--- src/rtl/vx_gpu_pkg.sv ---
// Shared GPU types for the memory performance monitor: readout selector,
// counter limits and the per-port counter record kept in the snapshot set.
package vx_gpu_pkg;

  localparam int MEM_PERF_SEL_COUNT = 6;
  localparam int MEM_PERF_CTR_MAX   = 64;
  localparam int MEM_PERF_PEND_MAX  = 32;

  typedef enum logic [2:0] {
    MEM_PERF_SEL_READS     = 3'd0,
    MEM_PERF_SEL_WRITES    = 3'd1,
    MEM_PERF_SEL_LATENCY   = 3'd2,
    MEM_PERF_SEL_PENDING   = 3'd3,
    MEM_PERF_SEL_PEAK      = 3'd4,
    MEM_PERF_SEL_UNDERFLOW = 3'd5
  } mem_perf_sel_t;

  // Fields are sized for the widest legal configuration; narrower
  // instances zero-extend into them.
  typedef struct packed {
    logic [MEM_PERF_CTR_MAX-1:0]  reads;
    logic [MEM_PERF_CTR_MAX-1:0]  writes;
    logic [MEM_PERF_CTR_MAX-1:0]  latency;
    logic [MEM_PERF_PEND_MAX-1:0] pending;
    logic [MEM_PERF_PEND_MAX-1:0] peak;
    logic                         underflow;
  } mem_port_perf_t;

endpackage

--- src/rtl/vx_mem_port_perf_ctr.sv ---
// Live counters for one monitored memory channel: read/write counts,
// pending-read integral, outstanding/peak tracking and sticky underflow.
module vx_mem_port_perf_ctr #(
  parameter int CTR_BITS  = 44,
  parameter int PEND_BITS = 16,
  parameter int SATURATE  = 0
) (
  input  logic                 clk,
  input  logic                 reset,
  input  logic                 req_fire_i,
  input  logic                 req_rw_i,
  input  logic                 rsp_fire_i,
  input  logic                 clear_i,
  output logic [CTR_BITS-1:0]  reads_o,
  output logic [CTR_BITS-1:0]  writes_o,
  output logic [CTR_BITS-1:0]  latency_o,
  output logic [PEND_BITS-1:0] pending_o,
  output logic [PEND_BITS-1:0] peak_o,
  output logic                 underflow_o
);

  localparam int SUM_W = ((CTR_BITS > PEND_BITS) ? CTR_BITS : PEND_BITS) + 1;
  localparam logic [CTR_BITS-1:0]  CTR_ALL_ONES  = '1;
  localparam logic [PEND_BITS-1:0] PEND_ALL_ONES = '1;

  logic [CTR_BITS-1:0]  reads_q, reads_d;
  logic [CTR_BITS-1:0]  writes_q, writes_d;
  logic [CTR_BITS-1:0]  latency_q, latency_d;
  logic [PEND_BITS-1:0] pending_q, pending_d;
  logic [PEND_BITS-1:0] peak_q, peak_d;
  logic                 underflow_q, underflow_d;
  logic                 rd_fire, wr_fire;

  // The extra sum bit exposes the carry, so saturation is a simple compare.
  function automatic logic [CTR_BITS-1:0] ctr_add(input logic [CTR_BITS-1:0] base,
                                                  input logic [SUM_W-1:0]    inc);
    logic [SUM_W-1:0] sum;
    sum = SUM_W'(base) + inc;
    if ((SATURATE != 0) && (sum > SUM_W'(CTR_ALL_ONES)))
      return CTR_ALL_ONES;
    return sum[CTR_BITS-1:0];
  endfunction

  always_comb begin
    rd_fire     = req_fire_i & ~req_rw_i;
    wr_fire     = req_fire_i & req_rw_i;
    pending_d   = pending_q;
    underflow_d = underflow_q;
    if (rd_fire && !rsp_fire_i) begin
      if (pending_q != PEND_ALL_ONES)
        pending_d = pending_q + PEND_BITS'(1);
    end else if (rsp_fire_i && !rd_fire) begin
      if (pending_q == '0)
        underflow_d = 1'b1;
      else
        pending_d = pending_q - PEND_BITS'(1);
    end
    peak_d    = (pending_d > peak_q) ? pending_d : peak_q;
    reads_d   = ctr_add(reads_q, SUM_W'(rd_fire));
    writes_d  = ctr_add(writes_q, SUM_W'(wr_fire));
    latency_d = ctr_add(latency_q, SUM_W'(pending_q));
    // Pending keeps tracking through a clear; peak restarts from it so that
    // peak never drops below the outstanding count.
    if (clear_i) begin
      reads_d     = '0;
      writes_d    = '0;
      latency_d   = '0;
      underflow_d = 1'b0;
      peak_d      = pending_d;
    end
  end

  always_ff @(posedge clk or posedge reset) begin
    if (reset) begin
      reads_q     <= '0;
      writes_q    <= '0;
      latency_q   <= '0;
      pending_q   <= '0;
      peak_q      <= '0;
      underflow_q <= 1'b0;
    end else begin
      reads_q     <= reads_d;
      writes_q    <= writes_d;
      latency_q   <= latency_d;
      pending_q   <= pending_d;
      peak_q      <= peak_d;
      underflow_q <= underflow_d;
    end
  end

  assign reads_o     = reads_q;
  assign writes_o    = writes_q;
  assign latency_o   = latency_q;
  assign pending_o   = pending_q;
  assign peak_o      = peak_q;
  assign underflow_o = underflow_q;

endmodule

--- src/rtl/vx_mem_perf_monitor.sv ---
// Passive multi-channel memory performance monitor: per-port live counters,
// an atomic shadow snapshot and a registered readout mux over the shadow set.
module vx_mem_perf_monitor
  import vx_gpu_pkg::*;
#(
  parameter int NUM_PORTS = 1,
  parameter int CTR_BITS  = 44,
  parameter int PEND_BITS = 16,
  parameter int SATURATE  = 0,
  localparam int PORT_W   = (NUM_PORTS > 1) ? $clog2(NUM_PORTS) : 1
) (
  input  logic                 clk,
  input  logic                 reset,
  input  logic [NUM_PORTS-1:0] mem_req_valid,
  input  logic [NUM_PORTS-1:0] mem_req_ready,
  input  logic [NUM_PORTS-1:0] mem_req_rw,
  input  logic [NUM_PORTS-1:0] mem_rsp_valid,
  input  logic [NUM_PORTS-1:0] mem_rsp_ready,
  input  logic                 ctr_clear,
  input  logic                 ctr_snap,
  input  logic [PORT_W-1:0]    rd_port,
  input  logic [2:0]           rd_sel,
  output logic [CTR_BITS-1:0]  rd_data,
  output logic                 snap_done
);

  mem_port_perf_t      live_perf [NUM_PORTS];
  mem_port_perf_t      shadow_q  [NUM_PORTS];
  mem_port_perf_t      sel_perf;
  logic [CTR_BITS-1:0] rd_data_q, rd_data_d;
  logic                snap_done_q;

  for (genvar p = 0; p < NUM_PORTS; p++) begin : g_port
    logic [CTR_BITS-1:0]  reads, writes, latency;
    logic [PEND_BITS-1:0] pending, peak;
    logic                 underflow;

    vx_mem_port_perf_ctr #(
      .CTR_BITS  (CTR_BITS),
      .PEND_BITS (PEND_BITS),
      .SATURATE  (SATURATE)
    ) u_ctr (
      .clk         (clk),
      .reset       (reset),
      .req_fire_i  (mem_req_valid[p] & mem_req_ready[p]),
      .req_rw_i    (mem_req_rw[p]),
      .rsp_fire_i  (mem_rsp_valid[p] & mem_rsp_ready[p]),
      .clear_i     (ctr_clear),
      .reads_o     (reads),
      .writes_o    (writes),
      .latency_o   (latency),
      .pending_o   (pending),
      .peak_o      (peak),
      .underflow_o (underflow)
    );

    assign live_perf[p] = '{reads:     MEM_PERF_CTR_MAX'(reads),
                            writes:    MEM_PERF_CTR_MAX'(writes),
                            latency:   MEM_PERF_CTR_MAX'(latency),
                            pending:   MEM_PERF_PEND_MAX'(pending),
                            peak:      MEM_PERF_PEND_MAX'(peak),
                            underflow: underflow};
  end

  // Live registers still hold their pre-edge values here, so a snapshot
  // taken together with a clear captures the pre-clear counts.
  always_ff @(posedge clk or posedge reset) begin
    if (reset) begin
      for (int i = 0; i < NUM_PORTS; i++)
        shadow_q[i] <= '0;
      snap_done_q <= 1'b0;
      rd_data_q   <= '0;
    end else begin
      if (ctr_snap) begin
        for (int i = 0; i < NUM_PORTS; i++)
          shadow_q[i] <= live_perf[i];
      end
      snap_done_q <= ctr_snap;
      rd_data_q   <= rd_data_d;
    end
  end

  always_comb begin
    sel_perf = '0;
    for (int i = 0; i < NUM_PORTS; i++) begin
      if (rd_port == PORT_W'(i))
        sel_perf = shadow_q[i];
    end
    rd_data_d = '0;
    if (int'(rd_sel) < MEM_PERF_SEL_COUNT) begin
      case (mem_perf_sel_t'(rd_sel))
        MEM_PERF_SEL_READS:     rd_data_d = CTR_BITS'(sel_perf.reads);
        MEM_PERF_SEL_WRITES:    rd_data_d = CTR_BITS'(sel_perf.writes);
        MEM_PERF_SEL_LATENCY:   rd_data_d = CTR_BITS'(sel_perf.latency);
        MEM_PERF_SEL_PENDING:   rd_data_d = CTR_BITS'(sel_perf.pending);
        MEM_PERF_SEL_PEAK:      rd_data_d = CTR_BITS'(sel_perf.peak);
        MEM_PERF_SEL_UNDERFLOW: rd_data_d = CTR_BITS'(sel_perf.underflow);
        default:                rd_data_d = '0;
      endcase
    end
  end

  assign rd_data   = rd_data_q;
  assign snap_done = snap_done_q;

endmodule

--- config.mk ---
export PLATFORM = sky130hd
export DESIGN_NAME = vx_mem_perf_monitor
export DESIGN_NICKNAME = d
export VERILOG_FILES = /design/src/rtl/vx_gpu_pkg.sv /design/src/rtl/vx_mem_port_perf_ctr.sv /design/src/rtl/vx_mem_perf_monitor.sv
export SDC_FILE = /design/constraint.sdc
export NUM_CORES = 1
export LEC_CHECK = 0
export ABC_CLOCK_PERIOD_IN_PS = 34800
export BUFFER_PORTS_ARGS = -buffer_cell sky130_fd_sc_hd__buf_2
export CORE_MARGIN = 4
export CORE_UTILIZATION = 50
export DETAILED_ROUTE_END_ITERATION = 7
export PLACE_DENSITY = 0.66
export SYNTH_ARGS = -nofsm -noshare
export SYNTH_HDL_FRONTEND = slang
export SYNTH_SLANG_ARGS = --single-unit
export TNS_END_PERCENT = 10
--- constraint.sdc ---
create_clock -name clk -period 34.8 [get_ports clk]
set_input_delay 6.96 -clock clk [delete_from_list [all_inputs] [get_ports clk]]
set_output_delay 6.96 -clock clk [all_outputs]
set_load 0.005 [all_outputs]
==> impl_metrics.csv <==
group,metric,value,unit
sta,finalHoldViolations,0,
drt,post-route-drc-count,0,
worst_setup_path,startpoint,"mem_req_rw",
synth,synth_xor_xnor_area_share,4.84,%
sta,fin_skew,0.0138,ns
run,max_cap_violations,0,
status,outcome,"finished, final reports clean",
pwr,power_density,62.0,nW/um^2
synth,synth_area,17700,sq um
finish,fillCellCount,2947,
synth,synth_top_cell_by_area,"dfrtp_1",
grt,grt_pass1_wl,65500,um
floorplanning,fp.dieH,196,um
sta,setup_ws,24.46,ns
floorplanning,num_rows,68,
clock_tree,cts_setup_buffers,0,
floorplanning,io-pin-count,58,
worst_setup_path,path_max_fanout,13,
synth,ys_ff_latch,375,
floorplanning,die_w,196,um
hold_path,hp-class,"flop to flop",
drt,drt-initial-drc-count,811,
drt,drt_wl_total,39800,um
sta,whs,0.505,ns
sta,rsz0062_at_grt,"false",
worst_setup_path,path_buf_inv,3,
floorplanning,dieArea,38600,sq um
synth,synth_mux_area_share,14.7,%
pwr,p_leak,0.00915,uW
clock_tree,cts_sinks,375,
worst_setup_path,cp.arrival,10.77,ns
finish,final_cell_mix,"375 x dfrtp_1, 233 x nor2_1, 189 x mux2_2, 97 x a21oi_1, 60 x xor2_1",
clock_tree,cts_buffers,40,
grt,grt-ovfl-total,0,
sta,max_freq,96.7,MHz
worst_setup_path,timing.rr.end,"g_port[0].u_ctr.peak_o[15]$_DFFE_PP0P_",
clock_tree,h-tree-depth,2,
finish,seqCellArea,9380,sq um
sta,slew_viol_final,0,
worst_setup_path,start_kind,"primary input",
worst_setup_path,worst_path_most_repeated_cell,"a211oi_1",
synth,synth_fa_ha_area_share,2.86,%
worst_setup_path,timing.critical_path.to_type,"flop",
drt,viasPerCell,5.75,
finish,antenna_cells,0,
worst_setup_path,critical_path_class,"primary input to flop",
sta,period_share,29.7,%
clock_tree,cts_hold_buffers,0,
sta,tightestPinTransition,1.08,ns
worst_setup_path,cp.required,35.22,ns
sta,slew_headroom,27.5,%
worst_setup_path,cp-endpoint,"g_port[0].u_ctr.peak_o[15]$_DFFE_PP0P_",
synth,syn_area_per_cell,11.1,sq um
sta,setup_viol,0,
synth,syn_nets,1649,
finish,multiInputGateArea,7930,sq um
worst_setup_path,rr_worst_depth,14,
worst_setup_path,r2r_setup_slack,30.26,ns
synth,synth-simple-area-share,15.3,%
placement,gp_congestion,0.877,
finish,layout-drive-gt1-share,20.6,%
floorplanning,design.core.area,34800,sq um
floorplanning,start_util,51.0,%
clock_tree,cts_resized,0,
worst_setup_path,r2r-start,"g_port[0].u_ctr.pending_o[1]$_DFF_PP0_",
drt,drt-wirelength-per-cell,18.8,um
synth,synth.distinct_cells,63,
finish,nets,1685,
worst_setup_path,path_depth,15,
grt,antenna_found_initial,0,
synth,synth-async-reset-ratio,100,%
clock_tree,clock_tree.root_cell,"clkbuf_16",
finish,area_growth,11.1,%
synth,synthFlopType,"dfrtp_1",
finish,fin_area,19700,sq um
synth,ys_seq_area_share,52.9,%
worst_setup_path,crit_slowest_cell,"a211oi_1",
clock_tree,insertion_delay,0.55,ns
placement,dp_slack,23.96,ns
clock_tree,cts_max_path_buffers,3,
sta,period_minus_slack,10.34,ns
drt,drt_pass1_iterations,5,
placement,placed_area,18400,sq um
clock_tree,cts_tree,"yes",
worst_setup_path,crit_family,"compound AO/OA/AOI/OAI gates",
synth,ys.warnings.count,0,
synth,syn_inst,1596,
drt,ant_nets,0,
finish,layout_commonest_cell,"dfrtp_1",
synth,synth_top_family_by_area,"simple AND/OR/NAND/NOR gates",
drt,vias,12200,
grt,grt_pass1_vias,12000,
synth,synth_top_area_share,52.9,%
placement,place_hpwl,26400,um
synth,synth-compound-area-share,6.98,%
clock_tree,path_clk_slew,0.06,ns
synth,synth_edf_count,0,
finish,fin_util,56.7,%
synth,yosys-top-cells-area,"dfrtp_1 53%, mux2_2 12%, nor2_1 4.9%",
worst_setup_path,slowest_delay,0.37,ns
placement,port_buffers,57,
pwr,irDropWorstVdd,0.0391,mV
sta,tns,0,ns
grt,track_usage,20.8,%
grt,grt_max_degree,142,
worst_setup_path,path_cells,"buf_2, nand3b_1, inv_1, nand2_1, nor2_1, a211oi_1, a211oi_1, ha_1, nor2b_1, o211ai_1, a21oi_1, o311a_1, a211oi_2, buf_4, mux2_2",
how the worst min path moves through the flow:
stage                                            startpoint                                       to  slack (ns)  cells after the start
floorplan           g_port[0].u_ctr.underflow_o$_DFFE_PP0P_  g_port[0].u_ctr.underflow_o$_DFFE_PP0P_        0.46                      2
global placement                  shadow_q[226]$_DFFE_PP0P_                shadow_q[226]$_DFFE_PP0P_        0.49                      1
detailed placement  g_port[0].u_ctr.underflow_o$_DFFE_PP0P_  g_port[0].u_ctr.underflow_o$_DFFE_PP0P_        0.49                      2
CTS                 g_port[0].u_ctr.underflow_o$_DFFE_PP0P_  g_port[0].u_ctr.underflow_o$_DFFE_PP0P_        0.50                      2
global route                      shadow_q[209]$_DFFE_PP0P_                shadow_q[209]$_DFFE_PP0P_        0.51                      1
finish                            shadow_q[232]$_DFFE_PP0P_                shadow_q[232]$_DFFE_PP0P_        0.50                      1
cell usage after synthesis (6+ instances only):
| master | instances |
|---|---|
| a211oi_1 | 7 |
| a21o_1 | 6 |
| a21oi_1 | 97 |
| a221oi_1 | 17 |
| and2_1 | 12 |
| and3_1 | 18 |
| and4_1 | 15 |
| buf_1 | 14 |
| buf_2 | 9 |
| clkbuf_1 | 52 |
| dfrtp_1 | 375 |
| ha_1 | 39 |
| inv_1 | 35 |
| mux2_2 | 189 |
| mux2i_1 | 45 |
| nand2_1 | 54 |
| nand3_1 | 59 |
| nand4_1 | 39 |
| nor2_1 | 233 |
| nor2b_1 | 20 |
| nor3_1 | 21 |
| nor3b_1 | 6 |
| nor4_1 | 11 |
| o21ai_0 | 29 |
| o31ai_1 | 12 |
| or3_1 | 17 |
| or4_1 | 13 |
| xnor2_1 | 38 |
| xor2_1 | 60 |
worst reg2reg max path: cells and delay by family (launching register included):
| kind | cells | cell delay [ns] |
|---|---|---|
| flip-flops | 1 | 0.57 |
| adder cells (fa/ha/maj) | 2 | 0.62 |
| multiplexers | 1 | 0.37 |
| AND/OR/NAND/NOR | 3 | 0.82 |
| buffers and inverters | 2 | 0.35 |
| AO/OA/AOI/OAI | 6 | 1.67 |
sequential cells by signal, indices dropped and copies added, names as in the netlist:
name,cells
rd_data,44
snap_done,1
g_port.u_ctr.latency_o,44
g_port.u_ctr.reads_o,44
g_port.u_ctr.writes_o,44
g_port.u_ctr.underflow_o,1
g_port.u_ctr.pending_o,16
g_port.u_ctr.peak_o,16
shadow_q,165
through the flow:
| stage | total power, uW | std cells |
|---|---|---|
| after CTS | 1230 | 2116 |
| after floorplan | 739 | 1596 |
| after global placement | 799 | 2045 |
| after global routing | 1290 | 2116 |
| final | 1220 | 2116 |
| after detailed placement | 807 | 2045 |
report_power, final:
group	internal [uW]	total (uW)	switching, uW
sequential	487	543	56.8
clock	244	420	176
combinational	116	260	144
cell families after synthesis:
group	count (synthesis)
buffers and inverters	111
and+or+nand+nor	540
xor gates and xnor gates	98
muxes	235
DFF	375
AOI/OAI and AO/OA	197
adders and majority gates	40
area by class of cell:
cell class	count	area share, %
clock buffer	60	6.01
clock inverter	11	0.609
inverter	35	0.704
multi-input combinational	1110	40.2
sequential	375	47.6
tap	455	2.89
timing repair buffer	70	1.99
layer usage:
layer  wire length, um  track usage, %
met5                 0               0
met4               640            4.53
met3              1970            3.25
met2             16900            29.9
met1             20400            33.3
Note: power is estimated with default switching activity, not from simulation.
